--- config.mk ---
export PLATFORM = sky130hd
export DESIGN_NAME = riscv_mem_arbiter_flat
export DESIGN_NICKNAME = d
export VERILOG_FILES = /design/src/rtl/riscv_mem_arbiter_pkg.sv /design/src/rtl/riscv_mem_arbiter_if.sv /design/src/rtl/riscv_mem_arbiter_pick.sv /design/src/rtl/riscv_mem_arbiter.sv /design/src/flat_wrapper.sv
export SDC_FILE = /design/constraint.sdc
export NUM_CORES = 1
export LEC_CHECK = 0
export CAP_MARGIN = 40
export CORE_UTILIZATION = 41
export CTS_CLUSTER_DIAMETER = 100
export DETAILED_ROUTE_END_ITERATION = 6
export PLACE_DENSITY_LB_ADDON = 0.08
export SLEW_MARGIN = 20
export SYNTH_ARGS = -nofsm -noshare
export SYNTH_HDL_FRONTEND = slang
export SYNTH_SLANG_ARGS = --single-unit
--- constraint.sdc ---
create_clock -name clock -period 6.1 [get_ports clock]
set_input_delay 1.83 -clock clock [delete_from_list [all_inputs] [get_ports clock]]
set_output_delay 1.83 -clock clock [all_outputs]
set_load 0.05 [all_outputs]
--- src/rtl/riscv_mem_arbiter_pkg.sv ---
// Shared types and constants for the I/D memory arbiter.
// Optional build macro used by this slice: RISCV_ARB_ROUND_ROBIN_EN.
package riscv_mem_pkg;

    localparam int ADDR_W_DEF         = 32;
    localparam int DATA_W_DEF         = 32;
    localparam int TIMEOUT_CYCLES_DEF = 64;
    localparam int CNT_W_DEF          = 8;

    typedef enum logic [1:0] {
        ST_IDLE   = 2'd0,
        ST_BUSY_I = 2'd1,
        ST_BUSY_D = 2'd2
    } state_t;

    localparam logic PORT_I = 1'b0;
    localparam logic PORT_D = 1'b1;

endpackage

--- src/rtl/riscv_mem_arbiter_if.sv ---
// Bus bundle for the arbiter: I-port, D-port and backing-memory signals.
// slave  = arbiter view (takes requests, drives grants and the memory side).
// master = environment view (cache miss logic plus the memory model).
interface riscv_mem_arbiter_if
    import riscv_mem_pkg::*;
#(
    parameter int ADDR_W = ADDR_W_DEF,
    parameter int DATA_W = DATA_W_DEF
);
    logic              i_req;
    logic [ADDR_W-1:0] i_addr;
    logic              i_gnt;
    logic              i_valid;
    logic [DATA_W-1:0] i_rdata;
    logic              i_err;

    logic              d_req;
    logic              d_we;
    logic [ADDR_W-1:0] d_addr;
    logic [DATA_W-1:0] d_wdata;
    logic              d_gnt;
    logic              d_valid;
    logic [DATA_W-1:0] d_rdata;
    logic              d_err;

    logic              mem_en;
    logic              mem_we;
    logic [ADDR_W-1:0] mem_addr;
    logic [DATA_W-1:0] mem_wdata;
    logic              mem_ready;
    logic [DATA_W-1:0] mem_rdata;

    modport slave (
        input  i_req, i_addr, d_req, d_we, d_addr, d_wdata, mem_ready, mem_rdata,
        output i_gnt, i_valid, i_rdata, i_err, d_gnt, d_valid, d_rdata, d_err,
        output mem_en, mem_we, mem_addr, mem_wdata
    );

    modport master (
        output i_req, i_addr, d_req, d_we, d_addr, d_wdata, mem_ready, mem_rdata,
        input  i_gnt, i_valid, i_rdata, i_err, d_gnt, d_valid, d_rdata, d_err,
        input  mem_en, mem_we, mem_addr, mem_wdata
    );

endinterface

--- src/rtl/riscv_mem_arbiter_pick.sv ---
// Combinational winner selection between the I and D ports.
// RISCV_ARB_ROUND_ROBIN_EN defined: on a conflict the port not granted last wins.
// Undefined: D always beats I and last_grant is ignored.
module riscv_arb_pick
    import riscv_mem_pkg::*;
(
    input  logic i_req,
    input  logic d_req,
    input  logic last_grant,
    output logic any_req,
    output logic winner
);

    assign any_req = i_req | d_req;

`ifdef RISCV_ARB_ROUND_ROBIN_EN
    // Single requester wins outright; a conflict goes to the port not served last.
    always_comb begin
        winner = d_req ? PORT_D : PORT_I;
        if (i_req && d_req) begin
            winner = (last_grant == PORT_I) ? PORT_D : PORT_I;
        end
    end
`else
    logic unused_last_grant;
    assign unused_last_grant = last_grant;
    assign winner = d_req ? PORT_D : PORT_I;
`endif

endmodule

--- src/rtl/riscv_mem_arbiter.sv ---
// Shares one single-port memory between I-cache refill and D-cache accesses.
// Registered req/gnt/valid handshake with a per-access timeout watchdog.
// Build macro RISCV_ARB_ROUND_ROBIN_EN selects round-robin instead of D-first.
module riscv_mem_arbiter
    import riscv_mem_pkg::*;
#(
    parameter int ADDR_W         = ADDR_W_DEF,
    parameter int DATA_W         = DATA_W_DEF,
    parameter int TIMEOUT_CYCLES = TIMEOUT_CYCLES_DEF,
    parameter int CNT_W          = CNT_W_DEF
) (
    input  logic                clock,
    input  logic                reset,
    riscv_mem_arbiter_if.slave  bus
);

    state_t            state_q, state_d;
    logic [CNT_W-1:0]  cnt_q, cnt_d, cnt_inc;
    logic              expired;
    logic              any_req, winner, last_grant;

    logic              i_gnt_q, i_gnt_d, i_valid_q, i_valid_d, i_err_q, i_err_d;
    logic              d_gnt_q, d_gnt_d, d_valid_q, d_valid_d, d_err_q, d_err_d;
    logic [DATA_W-1:0] i_rdata_q, i_rdata_d, d_rdata_q, d_rdata_d;
    logic              mem_en_q, mem_en_d, mem_we_q, mem_we_d;
    logic [ADDR_W-1:0] mem_addr_q, mem_addr_d;
    logic [DATA_W-1:0] mem_wdata_q, mem_wdata_d;

    riscv_arb_pick u_pick (
        .i_req      (bus.i_req),
        .d_req      (bus.d_req),
        .last_grant (last_grant),
        .any_req    (any_req),
        .winner     (winner)
    );

`ifdef RISCV_ARB_ROUND_ROBIN_EN
    // Remember which port was granted last; starts at I so D takes the first conflict.
    always_ff @(posedge clock or posedge reset) begin
        if (reset) begin
            last_grant <= PORT_I;
        end else if (state_q == ST_IDLE && any_req) begin
            last_grant <= winner;
        end
    end
`else
    assign last_grant = PORT_I;
`endif

    assign cnt_inc = cnt_q + CNT_W'(1);
    // The watchdog fires on the BUSY cycle that brings the count up to the limit.
    assign expired = (TIMEOUT_CYCLES != 0) && (cnt_inc == CNT_W'(TIMEOUT_CYCLES));

    // Next-state and next-output logic; pulses default low, latches default to hold.
    always_comb begin
        state_d     = state_q;
        cnt_d       = cnt_q;
        i_gnt_d     = 1'b0;
        d_gnt_d     = 1'b0;
        i_valid_d   = 1'b0;
        d_valid_d   = 1'b0;
        i_err_d     = 1'b0;
        d_err_d     = 1'b0;
        i_rdata_d   = i_rdata_q;
        d_rdata_d   = d_rdata_q;
        mem_en_d    = mem_en_q;
        mem_we_d    = mem_we_q;
        mem_addr_d  = mem_addr_q;
        mem_wdata_d = mem_wdata_q;
        case (state_q)
            ST_IDLE: begin
                cnt_d = '0;
                if (any_req) begin
                    mem_en_d = 1'b1;
                    if (winner == PORT_D) begin
                        state_d     = ST_BUSY_D;
                        d_gnt_d     = 1'b1;
                        mem_we_d    = bus.d_we;
                        mem_addr_d  = bus.d_addr;
                        mem_wdata_d = bus.d_wdata;
                    end else begin
                        state_d     = ST_BUSY_I;
                        i_gnt_d     = 1'b1;
                        mem_we_d    = 1'b0;
                        mem_addr_d  = bus.i_addr;
                        mem_wdata_d = '0;
                    end
                end
            end
            ST_BUSY_I, ST_BUSY_D: begin
                cnt_d = cnt_inc;
                // A ready in the expiry cycle wins over the timeout.
                if (bus.mem_ready || expired) begin
                    state_d  = ST_IDLE;
                    cnt_d    = '0;
                    mem_en_d = 1'b0;
                    mem_we_d = 1'b0;
                    if (state_q == ST_BUSY_I) begin
                        i_valid_d = 1'b1;
                        i_err_d   = !bus.mem_ready;
                        i_rdata_d = bus.mem_ready ? bus.mem_rdata : '0;
                    end else begin
                        d_valid_d = 1'b1;
                        d_err_d   = !bus.mem_ready;
                        d_rdata_d = (bus.mem_ready && !mem_we_q) ? bus.mem_rdata : '0;
                    end
                end
            end
            default: begin
                state_d  = ST_IDLE;
                cnt_d    = '0;
                mem_en_d = 1'b0;
                mem_we_d = 1'b0;
            end
        endcase
    end

    // State, counter and every registered output; reset drops any access in flight.
    always_ff @(posedge clock or posedge reset) begin
        if (reset) begin
            state_q     <= ST_IDLE;
            cnt_q       <= '0;
            i_gnt_q     <= 1'b0;
            d_gnt_q     <= 1'b0;
            i_valid_q   <= 1'b0;
            d_valid_q   <= 1'b0;
            i_err_q     <= 1'b0;
            d_err_q     <= 1'b0;
            i_rdata_q   <= '0;
            d_rdata_q   <= '0;
            mem_en_q    <= 1'b0;
            mem_we_q    <= 1'b0;
            mem_addr_q  <= '0;
            mem_wdata_q <= '0;
        end else begin
            state_q     <= state_d;
            cnt_q       <= cnt_d;
            i_gnt_q     <= i_gnt_d;
            d_gnt_q     <= d_gnt_d;
            i_valid_q   <= i_valid_d;
            d_valid_q   <= d_valid_d;
            i_err_q     <= i_err_d;
            d_err_q     <= d_err_d;
            i_rdata_q   <= i_rdata_d;
            d_rdata_q   <= d_rdata_d;
            mem_en_q    <= mem_en_d;
            mem_we_q    <= mem_we_d;
            mem_addr_q  <= mem_addr_d;
            mem_wdata_q <= mem_wdata_d;
        end
    end

    assign bus.i_gnt     = i_gnt_q;
    assign bus.i_valid   = i_valid_q;
    assign bus.i_rdata   = i_rdata_q;
    assign bus.i_err     = i_err_q;
    assign bus.d_gnt     = d_gnt_q;
    assign bus.d_valid   = d_valid_q;
    assign bus.d_rdata   = d_rdata_q;
    assign bus.d_err     = d_err_q;
    assign bus.mem_en    = mem_en_q;
    assign bus.mem_we    = mem_we_q;
    assign bus.mem_addr  = mem_addr_q;
    assign bus.mem_wdata = mem_wdata_q;

endmodule

--- src/flat_wrapper.sv ---
// flat-port wrapper written by rule: the top's interface ports become plain ports
module riscv_mem_arbiter_flat import riscv_mem_pkg::*;
#(
    parameter int ADDR_W         = ADDR_W_DEF,
    parameter int DATA_W         = DATA_W_DEF,
    parameter int TIMEOUT_CYCLES = TIMEOUT_CYCLES_DEF,
    parameter int CNT_W          = CNT_W_DEF
)
  (clock, reset, bus_i_req, bus_i_addr, bus_d_req, bus_d_we, bus_d_addr, bus_d_wdata, bus_mem_ready, bus_mem_rdata, bus_i_gnt, bus_i_valid, bus_i_rdata, bus_i_err, bus_d_gnt, bus_d_valid, bus_d_rdata, bus_d_err, bus_mem_en, bus_mem_we, bus_mem_addr, bus_mem_wdata);
  riscv_mem_arbiter_if #(.ADDR_W(ADDR_W), .DATA_W(DATA_W)) bus_i ();
  input  logic clock;
  input  logic reset;
  input wire logic [$bits(bus_i.i_req)-1:0] bus_i_req;
  input wire logic [$bits(bus_i.i_addr)-1:0] bus_i_addr;
  input wire logic [$bits(bus_i.d_req)-1:0] bus_d_req;
  input wire logic [$bits(bus_i.d_we)-1:0] bus_d_we;
  input wire logic [$bits(bus_i.d_addr)-1:0] bus_d_addr;
  input wire logic [$bits(bus_i.d_wdata)-1:0] bus_d_wdata;
  input wire logic [$bits(bus_i.mem_ready)-1:0] bus_mem_ready;
  input wire logic [$bits(bus_i.mem_rdata)-1:0] bus_mem_rdata;
  output wire logic [$bits(bus_i.i_gnt)-1:0] bus_i_gnt;
  output wire logic [$bits(bus_i.i_valid)-1:0] bus_i_valid;
  output wire logic [$bits(bus_i.i_rdata)-1:0] bus_i_rdata;
  output wire logic [$bits(bus_i.i_err)-1:0] bus_i_err;
  output wire logic [$bits(bus_i.d_gnt)-1:0] bus_d_gnt;
  output wire logic [$bits(bus_i.d_valid)-1:0] bus_d_valid;
  output wire logic [$bits(bus_i.d_rdata)-1:0] bus_d_rdata;
  output wire logic [$bits(bus_i.d_err)-1:0] bus_d_err;
  output wire logic [$bits(bus_i.mem_en)-1:0] bus_mem_en;
  output wire logic [$bits(bus_i.mem_we)-1:0] bus_mem_we;
  output wire logic [$bits(bus_i.mem_addr)-1:0] bus_mem_addr;
  output wire logic [$bits(bus_i.mem_wdata)-1:0] bus_mem_wdata;
  assign bus_i.i_req = bus_i_req;
  assign bus_i.i_addr = bus_i_addr;
  assign bus_i.d_req = bus_d_req;
  assign bus_i.d_we = bus_d_we;
  assign bus_i.d_addr = bus_d_addr;
  assign bus_i.d_wdata = bus_d_wdata;
  assign bus_i.mem_ready = bus_mem_ready;
  assign bus_i.mem_rdata = bus_mem_rdata;
  assign bus_i_gnt = bus_i.i_gnt;
  assign bus_i_valid = bus_i.i_valid;
  assign bus_i_rdata = bus_i.i_rdata;
  assign bus_i_err = bus_i.i_err;
  assign bus_d_gnt = bus_i.d_gnt;
  assign bus_d_valid = bus_i.d_valid;
  assign bus_d_rdata = bus_i.d_rdata;
  assign bus_d_err = bus_i.d_err;
  assign bus_mem_en = bus_i.mem_en;
  assign bus_mem_we = bus_i.mem_we;
  assign bus_mem_addr = bus_i.mem_addr;
  assign bus_mem_wdata = bus_i.mem_wdata;
  riscv_mem_arbiter #(.ADDR_W(ADDR_W), .DATA_W(DATA_W), .TIMEOUT_CYCLES(TIMEOUT_CYCLES), .CNT_W(CNT_W)) u_core (.clock(clock), .reset(reset), .bus(bus_i));
endmodule
==> run_results.csv, run 1 <==
group,metric,value,unit
floorplan,placeableCoreArea,0.0138,sq mm
logic_synthesis,synthTopCellsByArea,"dfrtp_1, a22o_1, mux2i_1",
routing,drt-total-wl,16000,microns
sta,post-route-min-period,3.47,ns
hold_path,hold_path_class,"flop to flop",
sta,finalSetupViolations,0,
floorplan,die_x,121,microns
run,max-cap-violations,0,
sta,skew,0.00779,ns
place,portBuffers,269,
place,dp.cells,868,
logic_synthesis,yosysTopAreaCellShare,63.2,%
grt,grt_max_degree,97,
power,p_total,5.84,mW
worst_setup_path,crit_type,"flop to primary output",
worst_setup_path,worstPathArrival,1.64,ns
logic_synthesis,synthCells,446,
routing,num_vias,4663,
clock_tree,cts_setup_buffers,0,
clock_tree,clock-sinks,146,
floorplan,start_util,41.8,%
logic_synthesis,syn_area,0.00578,sq mm
logic_synthesis,ys_ff_latch,146,
sta,slew_headroom,60.2,%
worst_setup_path,max_stage_delay,0.87,ns
layout,diodes,0,
power,ir_worst_vdd,0.000330,V
sta,fin_ws,2.63,ns
sta,finalSetupTns,0,ns
floorplan,die_area,0.0146,sq mm
worst_setup_path,cp_cell_sequence,"clkdlybuf4s50_1",
sta,worst_slew_pin_slew,0.595,ns
worst_setup_path,crit_path_start,"u_core.bus.mem_wdata[4]$_DFFE_PP0P_",
worst_setup_path,critPathLaunchType,"flop",
worst_setup_path,crit_required,4.27,ns
grt,track_usage,22.3,%
clock_tree,cts_buffer_depth,2,
place,placed_cell_area,0.00864,sq mm
clock_tree,cts_made_buffers,17,
layout,final_cells,903,
clock_tree,cts.clk_slew.worst_paths,0.06,ns
floorplan,top_level_ports,270,
logic_synthesis,syn_avg_cell_area,13.0,sq um
place,pre_cts_ws,2.25,ns
power,powerDensity,624,mW/mm^2
clock_tree,cts_tree,"built",
worst_setup_path,path_buf_inv,1,
layout,layout-drive-gt1-share,6.36,%
logic_synthesis,seq_area_frac_synth,63.2,%
place,place.detailed.hpwl,11100,microns
worst_setup_path,crit_family,"buffers and inverters",
layout,design_area,0.00936,sq mm
sta,hold_viol,0,
clock_tree,hold_buffers,0,
hold_path,hold_start,"u_core.bus.mem_addr[26]$_DFFE_PP0P_",
logic_synthesis,syn_nets,586,
sta,whs,0.476,ns
place,routabilityCongestion,0.758,
sta,grt_setup_unrepaired,"false",
grt,grt_antenna_before_repair,0,
floorplan,rows,43,
sta,slew_violations,0,
clock_tree,cts_resized,0,
grt,grt_overflow,0,
layout,nNetsFinal,850,
grt,grt_pass1_vias,4801,
routing,ant_nets,0,
clock_tree,clockRootBuffer,"clkbuf_16",
status,violations,"DRC",
worst_setup_path,critPathCaptureType,"primary output",
power,p_leak,4.21,nW
routing,drt-initial-drc-count,265,
layout,post-route-util,67.7,%
grt,grt_pass1_wl,24600,microns
clock_tree,h-tree-depth,4,
logic_synthesis,yosys_warnings,0,
layout,area_growth,61.8,%
clock_tree,insertion_delay,0.42,ns
worst_setup_path,cp_max_fo,2,
routing,drc_errors,2,
worst_setup_path,slowest_stage,"clkdlybuf4s50_1",
routing,wl_per_cell,17.7,microns
floorplan,fp.dieH,121,microns
sta,finalCritPeriodShare,56.9,%
routing,firstDrtPassIters,6,
logic_synthesis,yosysUniqueCellTypes,35,
status,outcome,"complete, but fails checks",
worst_setup_path,rr_startpoint,"u_core.cnt_q[0]$_DFF_PP0_",
routing,avgViaCountPerCell,5.16,
logic_synthesis,synth_top_area_cell,"dfrtp_1",
sta,max_freq,288,MHz
## registers in the layout, indices dropped and copies added, names as in the netlist
signal	cells
u_core.bus.d_err	1
u_core.bus.d_gnt	1
u_core.bus.d_rdata	32
u_core.bus.d_valid	1
u_core.bus.i_err	1
u_core.bus.i_gnt	1
u_core.bus.i_rdata	32
u_core.bus.i_valid	1
u_core.bus.mem_addr	32
u_core.bus.mem_en	1
u_core.bus.mem_wdata	32
u_core.bus.mem_we	1
u_core.cnt_q	8
u_core.state_q	2
## per-layer routing
layer  part of all wire [%]  routed length (microns)  up-vias  track usage (%)
met5                      0                        0        -                0
li1                       -                        -     2154                -
met3                    8.4                     1330       23             7.78
met2                     48                     7620      226             35.6
met1                     42                     6680     2260             27.5
met4                    2.0                      327        0             9.18
## logic make-up after synthesis
logic type | share of synthesized area (%)
and+or+nand+nor | 5.41
buffers and inverters | 3.83
xor gates and xnor gates | 1.21
muxes | 5.54
DFF | 63.2
AOI/OAI and AO/OA | 19.5
adders and majority gates | 1.30
## area by class of cell
class	instances	area, sq um
clock buffer	19	433
inverter	9	38.8
tap	180	225
multi-input combinational	256	1920
fill	1035	4470
timing repair buffer	280	2880
sequential	146	3650
clock inverter	13	210
## worst paths after layout
check / depth (start not counted) / slack (ns) / endpoint
worst max register to register: 7 / 3.70 / u_core.bus.d_rdata[26]$_DFFE_PP0P_
max in group asynchronous: 4 / 3.11 / u_core.bus.mem_addr[21]$_DFFE_PP0P_
worst min-delay path: 2 / 0.48 / u_core.bus.mem_addr[26]$_DFFE_PP0P_
worst max-delay path: 1 / 2.63 / bus_mem_wdata[4]
worst min register to register: 2 / 0.48 / u_core.bus.mem_addr[26]$_DFFE_PP0P_
min in group asynchronous: 2 / 1.82 / u_core.bus.d_valid$_DFF_PP0_
## cells in the mapped netlist (all sizes together)
cell type  instances
and4               1
and4bb             1
a221o              1
xor2               4
o22ai              2
o2111a             1
nor3b              1
o211ai             1
a311oi             1
buf               11
nor2              12
ha                 6
and3               5
nand2             35
dfrtp            146
nor2b              1
and2               2
clkbuf            24
a22o              97
nor4b              1
a22oi              2
nor4               1
mux2i             32
o21ai             38
and3b              1
inv                9
nand2b             3
xnor2              4
nand3              3
## placed cells by master, fill, tap and decap left out, drive strengths merged, types with 2 or more instances in the layout
cell / Yosys / routed
and2: 2 / 2
nand3: 3 / 3
nand2b: 3 / 3
mux2i: 32 / 32
clkdlybuf4s50: 0 / 268
a22oi: 2 / 2
and3: 5 / 5
xnor2: 4 / 4
o21ai: 38 / 38
a22o: 97 / 97
ha: 6 / 6
dfrtp: 146 / 146
clkinv: 0 / 6
clkinvlp: 0 / 2
nor2: 12 / 12
bufinv: 0 / 5
xor2: 4 / 4
inv: 9 / 9
clkbuf: 24 / 19
buf: 11 / 12
o22ai: 2 / 2
nand2: 35 / 35
## where the power goes
group	switching, mW	internal [mW]	total [mW]
Sequential	0.241	1.38	1.62
Combinational	2.01	1.08	3.09
Clock	0.398	0.726	1.12
Power figures use the tool's default switching activity.
==> inputs of run 2 (changes only) <==
--- a/config.mk
+++ b/config.mk
@@ -6,7 +6,7 @@
 export NUM_CORES = 1
 export LEC_CHECK = 0
 export CAP_MARGIN = 40
-export CORE_UTILIZATION = 41
+export CORE_UTILIZATION = 37
 export CTS_CLUSTER_DIAMETER = 100
 export DETAILED_ROUTE_END_ITERATION = 6
 export PLACE_DENSITY_LB_ADDON = 0.08
==> constraint.sdc (replaced) <==
create_clock -name clock -period 3.1 [get_ports clock]
set_input_delay 0.93 -clock clock [delete_from_list [all_inputs] [get_ports clock]]
set_output_delay 0.93 -clock clock [all_outputs]
set_load 0.05 [all_outputs]
==> run_results.csv, run 2 (synthesis gave the netlist of run 1 again) <==
group,metric,value,unit
sta,slew_violations,0,
clock_tree,insertion_delay,0.42,ns
layout,nNetsFinal,850,
worst_setup_path,crit_required,2.17,ns
sta,finalSetupTns,0,ns
sta,whs,0.481,ns
sta,slew_headroom,58.2,%
worst_setup_path,slowest_stage,"clkdlybuf4s50_1",
grt,globalRouteMet3Util,7.62,%
worst_setup_path,critPathCaptureType,"primary output",
sta,finalCritPeriodShare,83.1,%
worst_setup_path,r2r_slack,0.77,ns
place,portBuffers,269,
place,placed_cell_area,0.00866,sq mm
power,internal_power,6.14,mW
clock_tree,h-tree-depth,4,
grt,grt_use_met1,25.9,%
power,clkPwrFrac,18.7,%
floorplan,rows,45,
layout,area_growth,60.4,%
layout,final_cell_mix,"clkdlybuf4s50_1, dfrtp_1, a22o_1, nand2_1, o21ai_0",
hold_path,whs_endpoint,"u_core.bus.mem_addr[3]$_DFFE_PP0P_",
layout,post-route-util,61.0,%
power,switching_share,45.6,%
grt,grt_pass1_vias,4784,
worst_setup_path,critPathLaunchType,"flop",
worst_setup_path,cp_max_fo,4,
layout,design_area,0.00927,sq mm
layout,register_area,0.00365,sq mm
grt,grt_max_degree,97,
sta,max_freq,388,MHz
status,outcome,"finished clean",
floorplan,top_level_ports,270,
grt,track_usage,20.2,%
power,pwr-share-comb,53.1,%
routing,firstDrtPassIters,6,
place,routabilityCongestion,0.782,
run,max-cap-violations,0,
power,p_sw,5.16,mW
sta,post-route-min-period,2.58,ns
clock_tree,cts_buffer_depth,2,
clock_tree,hold_buffers,0,
worst_setup_path,rr_startpoint,"u_core.cnt_q[0]$_DFF_PP0_",
place,place.detailed.hpwl,11000,microns
floorplan,die_area,0.0161,sq mm
grt,grtUsageMet2,31.2,%
worst_setup_path,cp_cell_sequence,"clkdlybuf4s50_1",
sta,skew,0.00574,ns
grt,grt_overflow,0,
floorplan,start_util,38.0,%
clock_tree,cts_resized,0,
power,ir_worst_vdd,0.000594,V
hold_path,hold_start,"u_core.bus.mem_addr[3]$_DFFE_PP0P_",
floorplan,fp.dieH,127,microns
floorplan,placeableCoreArea,0.0152,sq mm
routing,ant_nets,0,
grt,grt_pass1_wl,25000,microns
routing,drt-initial-drc-count,226,
grt,grt_antenna_before_repair,0,
worst_setup_path,r2r_end,"u_core.bus.mem_en$_DFFE_PP0P_",
hold_path,min_path_cells,2,
hold_path,hold_path_class,"flop to flop",
worst_setup_path,crit_type,"flop to primary output",
worst_setup_path,worstPathArrival,1.65,ns
power,powerDensity,1220,mW/mm^2
layout,fillerInstances,1212,
routing,drt-total-wl,15700,microns
routing,drc_errors,0,
worst_setup_path,crit_family,"buffers and inverters",
power,pwr-share-seq,28.2,%
layout,diodes,0,
layout,final_common_cell,"clkdlybuf4s50_1",
sta,worst_slew_pin_slew,0.626,ns
clock_tree,cts_made_buffers,17,
clock_tree,clock-sinks,146,
grt,grt-busiest-layer,"met2",
worst_setup_path,max_stage_delay,0.83,ns
clock_tree,cts_setup_buffers,0,
floorplan,die_x,127,microns
routing,wl_per_cell,17.3,microns
worst_setup_path,rr_worst_depth,6,
sta,hold_viol,0,
layout,multiInputGateArea,0.00192,sq mm
worst_setup_path,path_buf_inv,1,
clock_tree,cts_tree,"built",
routing,num_vias,4594,
power,p_total,11.3,mW
sta,finalSetupViolations,0,
clock_tree,clockRootBuffer,"clkbuf_16",
routing,avgViaCountPerCell,5.05,
layout,layout-drive-gt1-share,6.10,%
power,p_leak,4.17,nW
sta,grt_setup_unrepaired,"false",
clock_tree,cts.clk_slew.worst_paths,0.06,ns
==> run 2: changes by cell type in the layout (fill, tap and decap cells not counted), sizes merged <==
cell,change
bufinv,-1
clkbuf,+1
clkinv,-1
inv,-1
==> run 2: how the worst max path moves through the flow <==
| stage | from | to | slack (ns) | cells after the start |
|---|---|---|---|---|
| 3_5_place_dp | bus_mem_ready | u_core.state_q[1]$_DFFE_PP0P_ | 0.56 | 4 |
| 5_1_grt | u_core.bus.mem_we$_DFFE_PP0P_ | bus_mem_we | 0.46 | 1 |
| 4_1_cts | u_core.bus.mem_we$_DFFE_PP0P_ | bus_mem_we | 0.49 | 1 |
| 3_3_place_gp | bus_mem_ready | u_core.bus.mem_we$_DFFE_PP0P_ | 0.61 | 5 |
| 2_1_floorplan | reset | u_core.bus.d_err$_DFF_PP0_ | 0.34 | 1 |
| 6_report | u_core.bus.mem_we$_DFFE_PP0P_ | bus_mem_we | 0.52 | 1 |
==> run 2: power groups by stage <==
stage / combinational (mW) / sequential, mW / clock [mW]
floorplan: 1.19 / 5.87 / 0
global placement: 5.98 / 3.18 / 0
detailed placement: 6.04 / 3.18 / 0
CTS: 6.04 / 3.18 / 2.17
global route: 6.27 / 3.28 / 2.26
finish: 6.00 / 3.18 / 2.12
==> run 2: worst reg2reg max path: stages (launching register included) <==
cell and delay (ns):
dfrtp_1 0.41, ha_1 0.27, nor4b_1 0.32, a221o_1 0.16, o2111a_1 0.48, nand2b_1 0.39, a22oi_1 0.16
==> run 2: routing by layer <==
| metal | up-vias | part of all wire, % |
|---|---|---|
| met3 | 20 | 9.2 |
| met2 | 218 | 46 |
| met1 | 2196 | 43 |
| met4 | 0 | 1.6 |
| li1 | 2160 | - |
| met5 | - | 0 |
==> run 2: final cells by class <==
cell class | instances | share of cell area (%)
Tap cell | 188 | 2.54
Multi-Input combinational cell | 256 | 20.7
Sequential cell | 146 | 39.4
Inverter | 9 | 0.405
Timing Repair Buffer | 280 | 30.4
Clock buffer | 20 | 4.82
Clock inverter | 10 | 1.73
==> run 2: per-stage QoR <==
stage               setup slack, ns  std cells
detailed placement            0.556        879
finish                        0.524        909
floorplan                     0.337        446
global route                  0.463        909
global placement              0.613        879
CTS                           0.492        909
==> inputs of run 3 (changes only) <==
--- a/config.mk
+++ b/config.mk
@@ -6,7 +6,7 @@
 export NUM_CORES = 1
 export LEC_CHECK = 0
 export CAP_MARGIN = 40
-export CORE_UTILIZATION = 37
+export CORE_UTILIZATION = 41
 export CTS_CLUSTER_DIAMETER = 100
 export DETAILED_ROUTE_END_ITERATION = 6
 export PLACE_DENSITY_LB_ADDON = 0.08
==> constraint.sdc (replaced) <==
create_clock -name clock -period 2.5 [get_ports clock]
set_input_delay 0.75 -clock clock [delete_from_list [all_inputs] [get_ports clock]]
set_output_delay 0.75 -clock clock [all_outputs]
set_load 0.05 [all_outputs]
==> run_results.csv, run 3 (synthesis gave the netlist of run 1 again) <==
group,metric,value,unit
sta,fin_ws,0.123,ns
layout,final_cells,905,
clock_tree,clockRootBuffer,"clkbuf_16",
grt,grt_max_degree,97,
grt,grt_pass1_wl,25200,microns
sta,worst_slew_pin_slew,0.574,ns
sta,post-route-min-period,2.38,ns
routing,drt-total-wl,16000,microns
clock_tree,cts_buffer_depth,2,
clock_tree,cts.clk_slew.worst_paths,0.06,ns
worst_setup_path,crit_required,1.75,ns
routing,wl_per_cell,17.6,microns
worst_setup_path,critPathCaptureType,"primary output",
grt,grt_use_met1,27.2,%
run,max-cap-violations,0,
floorplan,rows,43,
place,place.detailed.hpwl,11200,microns
routing,drt-initial-drc-count,244,
place,portBuffers,269,
worst_setup_path,rr_startpoint,"u_core.cnt_q[0]$_DFF_PP0_",
routing,num_vias,4608,
worst_setup_path,cp_max_fo,2,
sta,slew_headroom,61.6,%
power,p_leak,4.20,nW
clock_tree,cts_setup_buffers,0,
routing,firstDrtPassIters,6,
place,dp.cells,871,
layout,final_common_cell,"clkdlybuf4s50_1",
worst_setup_path,crit_type,"flop to primary output",
sta,grt_setup_unrepaired,"false",
power,ir_worst_vdd,0.000922,V
routing,ant_nets,0,
hold_path,hold_start,"u_core.bus.mem_addr[14]$_DFFE_PP0P_",
layout,fillerInstances,1046,
layout,nNetsFinal,851,
grt,grtUsageMet2,37.0,%
grt,track_usage,22.7,%
grt,grt_antenna_before_repair,1,
layout,layout-drive-gt1-share,7.18,%
hold_path,hold_path_class,"flop to flop",
layout,final_cell_mix,"clkdlybuf4s50_1, dfrtp_1, a22o_1, nand2_1, o21ai_0",
grt,globalRouteMet3Util,8.73,%
routing,drc_errors,4,
worst_setup_path,max_stage_delay,0.82,ns
clock_tree,insertion_delay,0.41,ns
sta,whs,0.476,ns
place,pre_cts_ws,0.0153,ns
sta,slew_violations,0,
sta,finalCritPeriodShare,95.1,%
status,violations,"DRC",
sta,skew,0.00419,ns
sta,finalSetupViolations,0,
floorplan,start_util,41.8,%
power,powerDensity,1520,mW/mm^2
clock_tree,cts_made_buffers,17,
clock_tree,cts_tree,"built",
place,routabilityCongestion,0.776,
routing,avgViaCountPerCell,5.09,
floorplan,top_level_ports,270,
worst_setup_path,path_depth,1,
sta,max_freq,421,MHz
worst_setup_path,worstPathArrival,1.63,ns
worst_setup_path,crit_path_start,"u_core.bus.mem_addr[23]$_DFFE_PP0P_",
floorplan,die_area,0.0146,sq mm
status,outcome,"complete, but fails checks",
worst_setup_path,rr_worst_depth,7,
grt,grt_pass1_vias,4803,
grt,grt_overflow,0,
layout,area_growth,61.6,%
hold_path,min_path_cells,2,
worst_setup_path,path_buf_inv,1,
clock_tree,h-tree-depth,4,
worst_setup_path,crit_family,"buffers and inverters",
floorplan,die_x,121,microns
sta,hold_viol,0,
worst_setup_path,critPathLaunchType,"flop",
floorplan,fp.dieH,121,microns
worst_setup_path,slowest_stage,"clkdlybuf4s50_1",
floorplan,placeableCoreArea,0.0138,sq mm
clock_tree,clock-sinks,146,
worst_setup_path,cp_cell_sequence,"clkdlybuf4s50_1",
grt,grt-busiest-layer,"met2",
==> run 3: cell types whose count changed in the layout (fill, tap and decap cells not counted) <==
| cell | delta |
|---|---|
| buf_16 | +1 |
| clkbuf_1 | -2 |
| o2111a_1 | -1 |
| o2111a_2 | +1 |
| buf_4 | +1 |
| bufinv_16 | +1 |
| clkdlybuf4s50_1 | -2 |
| diode_2 | +1 |
| clkinvlp_4 | +4 |
| o21ai_4 | +1 |
| clkinv_4 | -1 |
==> run 3: worst paths after layout <==
kind                                                       endpoint  slack [ns]
worst min-delay path            u_core.bus.mem_addr[14]$_DFFE_PP0P_        0.48
worst max register to register        u_core.state_q[1]$_DFFE_PP0P_        0.19
worst min register to register  u_core.bus.mem_addr[14]$_DFFE_PP0P_        0.48
max in group asynchronous        u_core.bus.mem_addr[1]$_DFFE_PP0P_        1.36
worst max-delay path                               bus_mem_addr[23]        0.12
min in group asynchronous        u_core.bus.i_rdata[30]$_DFFE_PP0P_        0.82
==> run 3: worst register-to-register path, delay by kind of cell, from the launching register on <==
kind / cells / cell delay (ns)
simple gates: 2 / 0.46
compound gates: 3 / 0.86
flops: 1 / 0.42
fa+ha+maj: 1 / 0.27
buf+inv: 1 / 0.19
==> run 3: stage by stage <==
stage	utilization [%]	total power [mW]	TNS [ns]	area, sq um
3_3_place_gp	62.5	11.3	0	8640
4_1_cts	67.5	14.3	0	9330
3_5_place_dp	62.7	11.5	0	8670
5_1_grt	67.5	14.8	0	9340
2_1_floorplan	-	8.75	-12.12	5780
6_report	67.5	14.2	0	9340
==> run 3: per-layer routing <==
metal | wire [microns] | share of wire, %
met2 | 7660 | 48
met1 | 6620 | 41
met5 | 0 | 0
met4 | 290 | 1.8
met3 | 1390 | 8.7
==> run 3: final cells by class <==
cell class / count / area [sq um] / share of cell area, %
multi-input cells: 257 / 1930 / 20.7
clock buffers: 18 / 439 / 4.70
repair buffers: 280 / 2840 / 30.4
flip-flops and latches: 146 / 3650 / 39.1
clock inverters: 14 / 211 / 2.26
well taps: 180 / 225 / 2.41
inverters: 9 / 37.5 / 0.402
diodes: 1 / 2.50 / 0.0268
==> run 3: power breakdown <==
group / switching (mW) / total [mW] / internal [mW]
logic: 4.87 / 7.46 / 2.59
clock network: 0.966 / 2.76 / 1.79
registers: 0.595 / 3.96 / 3.36
==> run 3: repair_timing <==
item / in CTS / in global routing
endpoints found under the setup margin: 1 / 25
gates cloned: 1 / 0
gates resized for setup: 0 / 2
hold buffers: 0 / 0
pin swaps: 1 / 0
